## config.mk

```make
export PLATFORM = sky130hd
export DESIGN_NAME = relay_station_credit
export DESIGN_NICKNAME = d
export VERILOG_FILES = /design/src/rtl/relay_station_credit.sv
export SDC_FILE = /design/constraint.sdc
export NUM_CORES = 1
export LEC_CHECK = 0
export ABC_AREA = 1
export BUFFER_PORTS_ARGS = -buffer_cell sky130_fd_sc_hd__buf_2
export CAP_MARGIN = 20
export CORE_MARGIN = 3
export CORE_UTILIZATION = 40
export CTS_CLUSTER_SIZE = 16
export DETAILED_ROUTE_END_ITERATION = 8
export GPL_ROUTABILITY_DRIVEN = 0
export HOLD_SLACK_MARGIN = 0.1
export SLEW_MARGIN = 15
export SYNTH_ARGS = -nofsm -noshare
export SYNTH_HDL_FRONTEND = slang
export SYNTH_SLANG_ARGS = --single-unit
```

## constraint.sdc

```tcl
create_clock -name clk -period 5.8 [get_ports clk]
set_clock_uncertainty 0.05 [all_clocks]
set_input_delay 0.58 -clock clk [delete_from_list [all_inputs] [get_ports clk]]
set_output_delay 0.58 -clock clk [all_outputs]
set_load 0.05 [all_outputs]
```

## src/rtl/relay_station_credit.sv

```systemverilog
// Credit-style FWFT relay station: FWD_LEVEL-deep write pipeline, BWD_LEVEL-deep full_n
// return path, and a DEPTH-entry circular buffer at the consumer end with debug status.
module relay_station_credit #(
    parameter int DATA_WIDTH = 32,
    parameter int ADDR_WIDTH = 5,
    parameter int DEPTH      = 8,
    parameter int FWD_LEVEL  = 2,
    parameter int BWD_LEVEL  = 2
) (
    input  logic                  clk,
    input  logic                  reset_n,
    output logic                  if_full_n,
    input  logic                  if_write_ce,
    input  logic                  if_write,
    input  logic [DATA_WIDTH-1:0] if_din,
    output logic                  if_empty_n,
    input  logic                  if_read_ce,
    input  logic                  if_read,
    output logic [DATA_WIDTH-1:0] if_dout,
    output logic [ADDR_WIDTH:0]   occupancy,
    output logic [ADDR_WIDTH:0]   peak_occupancy,
    output logic                  overflow
);

    localparam int IDX_W = (DEPTH > 1) ? $clog2(DEPTH) : 1;
    localparam int INF_W = $clog2(FWD_LEVEL + 1);
    localparam int CMP_W = ADDR_WIDTH + INF_W + 2;
    localparam logic [ADDR_WIDTH-1:0] LAST_PTR   = ADDR_WIDTH'(DEPTH - 1);
    localparam logic [ADDR_WIDTH:0]   FULL_COUNT = (ADDR_WIDTH + 1)'(DEPTH);

    if (DEPTH < BWD_LEVEL + 1 || DEPTH > (1 << ADDR_WIDTH) || FWD_LEVEL < 1 || BWD_LEVEL < 1) begin : g_paramCheck
        $error("relay_station_credit: illegal DEPTH/ADDR_WIDTH/FWD_LEVEL/BWD_LEVEL combination");
    end

    logic [FWD_LEVEL-1:0]  r_fwdValid;
    logic [DATA_WIDTH-1:0] r_fwdData [FWD_LEVEL];
    logic [DATA_WIDTH-1:0] r_mem [DEPTH];
    logic [ADDR_WIDTH-1:0] r_wrPtr;
    logic [ADDR_WIDTH-1:0] r_rdPtr;
    logic [ADDR_WIDTH:0]   r_occupancy;
    logic [ADDR_WIDTH:0]   r_peak;
    logic                  r_overflow;
    logic [BWD_LEVEL-1:0]  r_fullChain;

    logic                  w_lastValid;
    logic                  w_full;
    logic                  w_pop;
    logic                  w_push;
    logic                  w_drop;
    logic [ADDR_WIDTH:0]   w_occNext;
    logic [INF_W-1:0]      w_inflight;
    logic [CMP_W-1:0]      w_used;
    logic                  w_fullNInt;
    logic [IDX_W-1:0]      w_wrIdx;
    logic [IDX_W-1:0]      w_rdIdx;

    function automatic logic [ADDR_WIDTH-1:0] nextPtr(input logic [ADDR_WIDTH-1:0] p);
        return (p == LAST_PTR) ? '0 : p + 1'b1;
    endfunction

    always_ff @(posedge clk or negedge reset_n) begin
        if (!reset_n) begin
            r_fwdValid <= '0;
        end else begin
            r_fwdValid[0] <= if_write & if_write_ce;
            for (int k = 1; k < FWD_LEVEL; k++) begin
                r_fwdValid[k] <= r_fwdValid[k-1];
            end
        end
    end

    always_ff @(posedge clk) begin
        r_fwdData[0] <= if_din;
        for (int k = 1; k < FWD_LEVEL; k++) begin
            r_fwdData[k] <= r_fwdData[k-1];
        end
    end

    assign w_lastValid = r_fwdValid[FWD_LEVEL-1];
    assign w_full      = (r_occupancy == FULL_COUNT);
    assign w_pop       = if_read & if_read_ce & (r_occupancy != '0);
    // A pop in the same cycle frees the slot the full buffer would otherwise refuse.
    assign w_push      = w_lastValid & (~w_full | w_pop);
    assign w_drop      = w_lastValid & w_full & ~w_pop;
    assign w_wrIdx     = IDX_W'(r_wrPtr);
    assign w_rdIdx     = IDX_W'(r_rdPtr);

    always_comb begin
        w_occNext = r_occupancy;
        if (w_push && !w_pop) begin
            w_occNext = r_occupancy + 1'b1;
        end else if (w_pop && !w_push) begin
            w_occNext = r_occupancy - 1'b1;
        end
    end

    always_comb begin
        w_inflight = '0;
        for (int k = 0; k < FWD_LEVEL; k++) begin
            w_inflight = w_inflight + INF_W'(r_fwdValid[k]);
        end
    end

    // Equivalent to DEPTH - occupancy - inflight > BWD_LEVEL, kept unsigned.
    assign w_used     = CMP_W'(r_occupancy) + CMP_W'(w_inflight);
    assign w_fullNInt = (w_used + CMP_W'(BWD_LEVEL)) < CMP_W'(DEPTH);

    always_ff @(posedge clk) begin
        if (w_push) begin
            r_mem[w_wrIdx] <= r_fwdData[FWD_LEVEL-1];
        end
    end

    always_ff @(posedge clk or negedge reset_n) begin
        if (!reset_n) begin
            r_wrPtr     <= '0;
            r_rdPtr     <= '0;
            r_occupancy <= '0;
            r_peak      <= '0;
            r_overflow  <= 1'b0;
        end else begin
            if (w_push) begin
                r_wrPtr <= nextPtr(r_wrPtr);
            end
            if (w_pop) begin
                r_rdPtr <= nextPtr(r_rdPtr);
            end
            r_occupancy <= w_occNext;
            r_peak      <= (w_occNext > r_peak) ? w_occNext : r_peak;
            if (w_drop) begin
                r_overflow <= 1'b1;
            end
        end
    end

    always_ff @(posedge clk or negedge reset_n) begin
        if (!reset_n) begin
            r_fullChain <= '0;
        end else begin
            r_fullChain[0] <= w_fullNInt;
            for (int k = 1; k < BWD_LEVEL; k++) begin
                r_fullChain[k] <= r_fullChain[k-1];
            end
        end
    end

    assign if_full_n      = r_fullChain[BWD_LEVEL-1];
    assign if_empty_n     = (r_occupancy != '0);
    assign if_dout        = r_mem[w_rdIdx];
    assign occupancy      = r_occupancy;
    assign peak_occupancy = r_peak;
    assign overflow       = r_overflow;

endmodule

```

==> results of run 1 <==
## per-stage QoR
stage | setup WS (ns) | cells
detailed placement | 2.532 | 1474
floorplan | 1.408 | 995
CTS | 1.970 | 1553
finish | 2.027 | 1555
global route | 1.740 | 1555
global placement | 2.519 | 1474
## cell type report
type / count / area share
flip-flops and latches: 347 / 0.6386
multi-input cells: 566 / 0.2003
clock buffers: 50 / 0.06788
repair buffers: 109 / 0.04222
well taps: 435 / 0.03601
clock inverters: 19 / 0.007615
inverters: 29 / 0.007367
## Yosys cell counts, drive strengths merged (2+ instances only)
cell type  count
dfrtp         27
nand2        154
nor3           2
a21oi          3
dfxtp         64
inv           28
nand3         25
xor2          10
edfxtp       256
and2           2
clkbuf        21
a21boi         3
o32ai         64
buf           32
nand4          2
nor2         210
ha            12
xnor2          2
o21ai         71
## sequential cells by signal, indices dropped and copies added, names as in the netlist
name,cells
r_rdPtr,5
peak_occupancy,6
overflow,1
r_fwdValid,2
r_fwdData,64
r_mem,256
r_fullChain,2
occupancy,6
r_wrPtr,5
## how the worst min path moves through the flow
stage,endpoint,slack [ns]
after floorplan,occupancy[0]$_DFF_PN0_,0.23
after global placement,r_fwdData[0][54]$_DFF_P_,0.26
after detailed placement,r_fwdData[0][58]$_DFF_P_,0.26
after CTS,r_fwdData[0][27]$_DFF_P_,0.10
after global routing,r_fwdData[0][22]$_DFF_P_,0.10
final,r_fwdData[0][28]$_DFF_P_,0.12
## power by group through the flow
stage | logic [uW] | clock network (uW) | registers (uW)
detailed placement | 2560 | 0 | 3260
floorplan | 2010 | 0 | 3170
CTS | 2580 | 2230 | 3210
global route | 2790 | 2340 | 3250
global placement | 2540 | 0 | 3260
finish | 2530 | 2160 | 3210
## metal layers
| layer | vias to the layer above | share of wire |
|---|---|---|
| met2 | 142 | 0.48 |
| met5 | - | 0 |
| met4 | 0 | 0.022 |
| li1 | 3730 | - |
| met1 | 3666 | 0.46 |
| met3 | 41 | 0.041 |
## logic make-up (layout without fill, tap and decap cells)
logic type | after synthesis | after routing | synth area share
AO/OA/AOI/OAI | 146 | 146 | 0.08069
XOR/XNOR | 12 | 12 | 0.008646
adder cells (fa/ha/maj) | 12 | 12 | 0.01153
buffers and inverters | 82 | 207 | 0.03132
flip-flops | 347 | 347 | 0.7404
AND/OR/NAND/NOR | 396 | 396 | 0.1274
## repair_timing
| action | CTS | global route |
|---|---|---|
| endpoints found under the setup margin | 0 | 0 |
| hold endpoints to repair | 36 | 2 |
| hold buffers | 10 | 2 |
## worst reg2reg max path, stage by stage, from the launching register on
cell	delay, ns
dfrtp_1	0.45
inv_1	0.15
ha_1	0.28
nand3_4	0.12
nand2_4	0.14
nor2_2	0.19
nand2_1	0.07
nand2_1	0.07
nand2_1	0.07
and2_1	0.16
ha_1	0.29
nand2_1	0.07
nor2_1	0.13
nand2_1	0.10
a31oi_4	0.25
inv_1	0.16
nand2_1	0.09
nand2_1	0.05
==> metrics, run 1 <==
outcome=complete, no violations; R2R depth=17; Top Ports=85; Final setup viols=0; Worst-path clk slew=approximately 0.060 ns; initial antenna violation count=0; CP Class=flop to output port; total congestion overflow=0; post-synth top area share=0.5902; Worst Max-Slew Pin Slew=approximately 0.97 ns; total clock sinks=around 350; Internal=4840 uW; Worst Path Max Fanout=73; Seq/Total Area, Yosys=0.7404; final hold slack=approximately 0.12 ns; Reg-to-Reg Start=occupancy[0]$_DFF_PN0_; Die Span Y=~190 um; routed vias=around 7600; Post-Route WL=25.19 mm; Sw Pwr=3067 uW; max-cap violations=0; Critical path origin=r_rdPtr[0]$_DFFE_PN0N_; gr busiest metal=met2; global-route wire length before repair=40.70 mm; Hold Path Depth=1; Post-synth EDFFs=256; Netlist cell types=43; Pwr Density=523.1 nW/um^2; R2R Path End=peak_occupancy[0]$_DFFE_PN0N_; Synth warnings=0; CTS tree=built; Inserted Diodes=0; final-stage net count=1141; met3 Resource Use GR=0.02555; post-CTS setup buffers=0; final worst path period need=3.773 ns; register bit count reported by yosys=between 300 and 400; min-delay src=if_din[28]; final design utilization=0.4753; Stages on worst setup path=7; Final Cycle Share=0.6505; Register Area=about 9700 um^2; wire per inst=16.20 um; Sw Share=0.3879; Placement Cell Area=13850 um^2; Worst Setup Start Kind=flop; router iterations before antenna repair=4; met1 Usage GRT=0.1978; Crit path max-delay family=buffers and inverters; Comb power frac=0.320; later-pin clock latency in the skew report=0.51 ns; max-slew violations=0; hpwl dp=13.66 mm; initial core utilization=0.4096; port bufs=84; slew margin rel.=0.3540; Std-Cell Rows=between 60 and 70; Synth area leaders=edfxtp_1 59%, dfxtp_1 9.8%, nor2_1 5.7%; ys async rst share=0.07781; most frequent cells in the layout=256 x edfxtp_1, 193 x nor2_1, 149 x nand2_1, 84 x buf_2, 70 x o21ai_0; WP buf/inv=3; final total power=between 7000 and 8000 uW; Syn Inst Count=995; fillers=2800; design area=15120 um^2; Worst Hold Class=primary input to flop; Final Hold Vio Count=0; Leak=~0.0056 uW; fmax=0.2650 GHz; Vias/cell=approximately 5; CTS resizes=0; crit-path cells=inv_4, buf_4, nor2_1, o32ai_1, nand2_1, nand2_1, buf_2; WP data arrival=3.14 ns; Die Wd=186.5 um; starting DRC count in detailed routing=419; slowest cell delay on critical path=between 0.6 and 0.7 ns; CTS root buffer=clkbuf_16; critical path's most frequent cell=nand2_1; Total Routing Usage GR=0.1451; total CTS buffers=38; commonest non-fill, non-tap cell in the layout=edfxtp_1; Antenna Nets Post-Route=0; GR Layer Usage met2=0.2391; ys flop type=edfxtp_1; Setup crit end kind=output port; floorplan core area=31800 um^2; largest net degree at the start of global routing=94; layout cells sized above 1=0.1759; vias in the first global route=7471; post-synth net total=1045; DRC viols=0; clock share of power=0.274; CP endpoint=if_dout[15]; area of the mapped netlist=13020 um^2; Peak VDD IR=about 0.42 mV; area of the multi-input gates=3028 um^2; critical path required time=5.17 ns; depth of the CTS H-tree=2; leading area contributor after synthesis=edfxtp_1; RSZ-0062 raised after global routing=no; clk buf depth=3; Die Area=roughly 35000 um^2; Slowest cell on crit path=dfrtp_4; sequential power share=0.406; Layout area overhead=16.05%; syn_area_per_cell=13.09 um^2; worst reg2reg setup slack=2.81 ns; setup tns final=0 ns
No activity file was read; power rests on OpenSTA's default activity.
==> inputs of run 2 (changes only) <==
==> constraint.sdc (replaced) <==
create_clock -name clk -period 3.88 [get_ports clk]
set_clock_uncertainty 0.05 [all_clocks]
set_input_delay 0.388 -clock clk [delete_from_list [all_inputs] [get_ports clk]]
set_output_delay 0.388 -clock clk [all_outputs]
set_load 0.05 [all_outputs]
==> metrics, run 2 (synthesis gave the netlist of run 1 again) <==
Hold Path Depth=0; Die Span Y=186.5 um; clock share of power=0.277; depth of the CTS H-tree=2; outcome=complete, no violations; largest net degree at the start of global routing=68; Top Ports=85; initial antenna violation count=0; Die Wd=186.5 um; GR Layer Usage met2=0.2572; initial core utilization=0.4096; routed vias=7782; sequential power share=0.382; Slowest cell on crit path=dfrtp_4; min-delay src=r_fwdData[0][30]$_DFF_P_; starting DRC count in detailed routing=approximately 500; R2R depth=16; hpwl dp=14.88 mm; max FFs per register=256; final total power=12100 uW; slowest cell delay on critical path=0.66 ns; CTS resizes=0; final worst path period need=3.269 ns; R2R Path End=peak_occupancy[0]$_DFFE_PN0N_; Peak VDD IR=0.4219 mV; max-cap violations=0; commonest non-fill, non-tap cell in the layout=edfxtp_1; Post-Route WL=26.93 mm; final-stage net count=1170; hold endpoint=r_fwdData[0][62]$_DFF_P_; Layout area overhead=18.97%; fillers=2768; Pwr Density=781.0 nW/um^2; setup tns final=0 ns; Sw Share=0.3873; most frequent cells in the layout=256 x edfxtp_1, 193 x nor2_1, 149 x nand2_1, 84 x buf_2, 70 x o21ai_0; Inserted Diodes=0; worst reg2reg setup slack=0.88 ns; RSZ-0062 raised after global routing=no; Sw Pwr=4687 uW; Std-Cell Rows=65; port bufs=84; Worst Setup Start Kind=flop; Final Hold Vio Count=0; crit-path cells=inv_4, buf_12, nor2_1, o32ai_1, nand2_1, nand2_1, buf_2; post-CTS setup buffers=0; fmax=~0.3 GHz; Internal=7415 uW; WP data arrival=2.83 ns; biggest regs=r_mem: 256 flops, r_fwdData: 64 flops; Vias/cell=around 4.9; CTS tree=built; WP buf/inv=3; Worst-path clk slew=roughly 0.050 ns; slew margin rel.=0.5207; wire per inst=16.99 um; total CTS buffers=38; total clock sinks=347; Comb power frac=0.340; CTS root buffer=clkbuf_16; met3 Resource Use GR=0.02780; Total Routing Usage GR=0.1527; Reg-to-Reg Start=occupancy[0]$_DFF_PN0_; later-pin clock latency in the skew report=0.52 ns; gr busiest metal=met2; DRC viols=0; max-slew violations=0; Final setup viols=0; Final Cycle Share=0.8426; Setup crit end kind=output port; Worst Path Max Fanout=52; clk buf depth=3; met1 Usage GRT=0.2024; router iterations before antenna repair=5; global-route wire length before repair=42.44 mm; vias in the first global route=7707; Die Area=about 35000 um^2; critical path required time=3.44 ns; floorplan core area=between 30000 and 40000 um^2; total congestion overflow=0; cts hold-fix bufs=35; Crit path max-delay family=buffers and inverters; CP Class=flop to output port; Leak=0.005736 uW; Most flops, register=r_mem; layout cells sized above 1=0.1748; critical path's most frequent cell=nand2_1; Antenna Nets Post-Route=0; Worst Hold Class=flop to flop; Worst Max-Slew Pin Slew=about 0.71 ns
-- run 2: cell types whose count changed in the layout (fill, tap and decap cells not counted), sizes merged --
cell	change
dlygate4sd3	+23
buf	+6
inv	+1
clkinvlp	-2
clkinv	-2
clkbuf	+3
bufinv	+1
-- run 2: worst max path at each step --
stage	startpoint	to	depth (start not counted)
after floorplan	occupancy[0]$_DFF_PN0_	r_mem[1][0]$_DFFE_PP_	8
after global placement	occupancy[0]$_DFF_PN0_	peak_occupancy[1]$_DFFE_PN0N_	16
after detailed placement	occupancy[0]$_DFF_PN0_	peak_occupancy[2]$_DFFE_PN0N_	17
after CTS	r_rdPtr[0]$_DFFE_PN0N_	if_dout[9]	7
after global routing	r_rdPtr[0]$_DFFE_PN0N_	if_dout[9]	7
final	r_rdPtr[0]$_DFFE_PN0N_	if_dout[22]	7
-- run 2: power groups by stage --
stage	registers, uW	logic (uW)	clock network [uW]
finish	4630	4120	3360
global route	4670	4500	3610
CTS	4630	4180	3450
detailed placement	4700	4130	0
global placement	4700	4100	0
floorplan	4740	3010	0
-- run 2: routing by layer --
metal | wire (um) | part of all wire
met4 | 539 | 0.020
met2 | 12850 | 0.48
met5 | 0 | 0
met3 | 1229 | 0.046
met1 | 12320 | 0.46
-- run 2: layout make-up --
class                   instances  area (um^2)  share of cell area
inverters                      29        111.4            0.007186
clock inverters                17        126.4            0.008155
repair buffers                138        963.4             0.06217
clock buffers                  53         1057             0.06823
flip-flops and latches        347         9653              0.6229
multi-input cells             566         3040              0.1962
well taps                     435        544.3             0.03512
-- run 2: through the flow --
stage	utilization	worst slack, ns	instance area [um^2]	instances	hold WS [ns]
floorplan	-	0.3576	13040	995	0.04241
global placement	0.4391	0.9895	13960	1480	0.2607
detailed placement	0.4391	0.8727	13960	1480	0.2621
CTS	0.4873	0.5162	15500	1585	0.2746
global route	0.4873	0.3594	15500	1585	0.2790
finish	0.4873	0.6106	15500	1585	0.2736
==> inputs of run 3 (changes only) <==
==> constraint.sdc (replaced) <==
create_clock -name clk -period 2.82 [get_ports clk]
set_clock_uncertainty 0.05 [all_clocks]
set_input_delay 0.282 -clock clk [delete_from_list [all_inputs] [get_ports clk]]
set_output_delay 0.282 -clock clk [all_outputs]
set_load 0.05 [all_outputs]
==> metrics, run 3 (synthesis gave the netlist of run 1 again) <==
Pwr Density=1073 nW/um^2; starting DRC count in detailed routing=about 500; Std-Cell Rows=65; max-slew violations=0; Die Wd=186.5 um; most frequent cells in the layout=256 x edfxtp_1, 192 x nor2_1, 149 x nand2_1, 84 x buf_2, 68 x o21ai_0; later-pin clock latency in the skew report=0.51 ns; router iterations before antenna repair=5; setup tns final=0 ns; final total power=16870 uW; clk buf depth=3; hold endpoint=r_fwdData[0][56]$_DFF_P_; final cell count without fillers=1593; critical path's most frequent cell=nand2_1; slowest cell delay on critical path=0.51 ns; Total Routing Usage GR=0.1499; slew margin rel.=0.5278; max FFs per register=256; Die Area=34760 um^2; Final Hold Vio Count=0; Peak VDD IR=0.4836 mV; Worst Hold Class=flop to flop; total CTS buffers=37; outcome=complete, no violations; largest net degree at the start of global routing=roughly 80; min-delay src=r_fwdData[0][24]$_DFF_P_; Worst-path clk slew=0.06 ns; final-stage net count=roughly 1200; Slowest cell on crit path=dfrtp_4; layout cells sized above 1=0.1934; port bufs=84; Inserted Diodes=0; initial antenna violation count=0; Antenna Nets Post-Route=0; vias in the first global route=7865; Setup crit end kind=output port; routed vias=roughly 7900; Reg-to-Reg Start=occupancy[0]$_DFF_PN0_; hpwl dp=around 14 mm; Worst Path Max Fanout=36; RSZ-0062 raised after global routing=yes; Top Ports=85; worst reg2reg setup slack=0.20 ns; crit-path cells=inv_4, buf_12, nor2_1, o32ai_1, nand2_1, nand2_1, buf_2; Final Worst Setup Slack=between 0.09 and 0.1 ns; Leak=0.005824 uW; placed cells=about 1500; DRC viols=0; CP Class=flop to output port; Final setup viols=0; WP data arrival=2.39 ns; Final Cycle Share=0.9647; Crit path max-delay family=buffers and inverters; total clock sinks=347; Worst Setup Start Kind=flop; Post-Route WL=approximately 27 mm; floorplan core area=31800 um^2; CTS tree=built; biggest regs=r_mem: 256 flops, r_fwdData: 64 flops; CTS root buffer=clkbuf_16; Layout area overhead=20.75%; R2R depth=14; critical path required time=~2.5 ns; global-route wire length before repair=42.17 mm; initial core utilization=0.4096; wire per inst=16.89 um; max-cap violations=0; final worst path period need=between 2 and 3 ns; Die Span Y=~190 um; WP buf/inv=3; fmax=0.3676 GHz; Hold Path Depth=0; depth of the CTS H-tree=2; R2R Path End=peak_occupancy[2]$_DFFE_PN0N_; Most flops, register=r_mem; commonest non-fill, non-tap cell in the layout=edfxtp_1; Worst Max-Slew Pin Slew=0.7073 ns; post-place setup slack=0.05919 ns; Vias/cell=around 5; total congestion overflow=0
[run 3: routing by layer]
metal  up-vias  routed length, um  GRT usage
met2       139              13020     0.2587
met1      3869              12340     0.1958
li1       3797                  -          -
met5         -                  0          0
met4         0                554    0.04158
met3        45                994    0.02705
[run 3: cell type report]
class	instances	area, um^2
multi-input combinational	566	3069
tap	435	544.3
inverter	29	113.9
fill	2784	16070
sequential	347	9659
clock buffer	53	1046
timing repair buffer	149	1146
clock inverter	14	148.9
[run 3: worst max-delay path by stage]
stage                                 from                       endpoint  slack, ns  cells past startpoint
floorplan           occupancy[0]$_DFF_PN0_  peak_occupancy[0]$_DFFE_PN0N_       0.04                     17
global placement    occupancy[0]$_DFF_PN0_  peak_occupancy[3]$_DFFE_PN0N_       0.13                     16
detailed placement  occupancy[0]$_DFF_PN0_  peak_occupancy[4]$_DFFE_PN0N_       0.06                     16
CTS                 occupancy[0]$_DFF_PN0_  peak_occupancy[4]$_DFFE_PN0N_       0.05                     16
global route        occupancy[0]$_DFF_PN0_  peak_occupancy[5]$_DFFE_PN0N_      -0.01                     16
finish              r_rdPtr[0]$_DFFE_PN0N_                    if_dout[29]        0.1                      7
[run 3: stage by stage]
step / hold WS, ns / util / area (um^2)
floorplan: -0.06359 / - / 13080
global placement: 0.2604 / 0.4429 / 14080
detailed placement: 0.2621 / 0.4429 / 14080
CTS: 0.2751 / 0.4915 / 15630
global route: 0.2860 / 0.4946 / 15730
finish: 0.2709 / 0.4946 / 15730
[run 3: report_power, final]
part           total, uW  switching, uW  internal (uW)
sequential          6330            374           5960
combinational       5860           4220           1640
clock               4680           1900           2780
[run 3: what timing repair did]
action                                  4_1_cts  5_1_grt
hold buffers                                 35        0
setup buffers                                 0        7
hold endpoints to repair                     60        0
resized for setup                             0        7
endpoints found under the setup margin        0       12
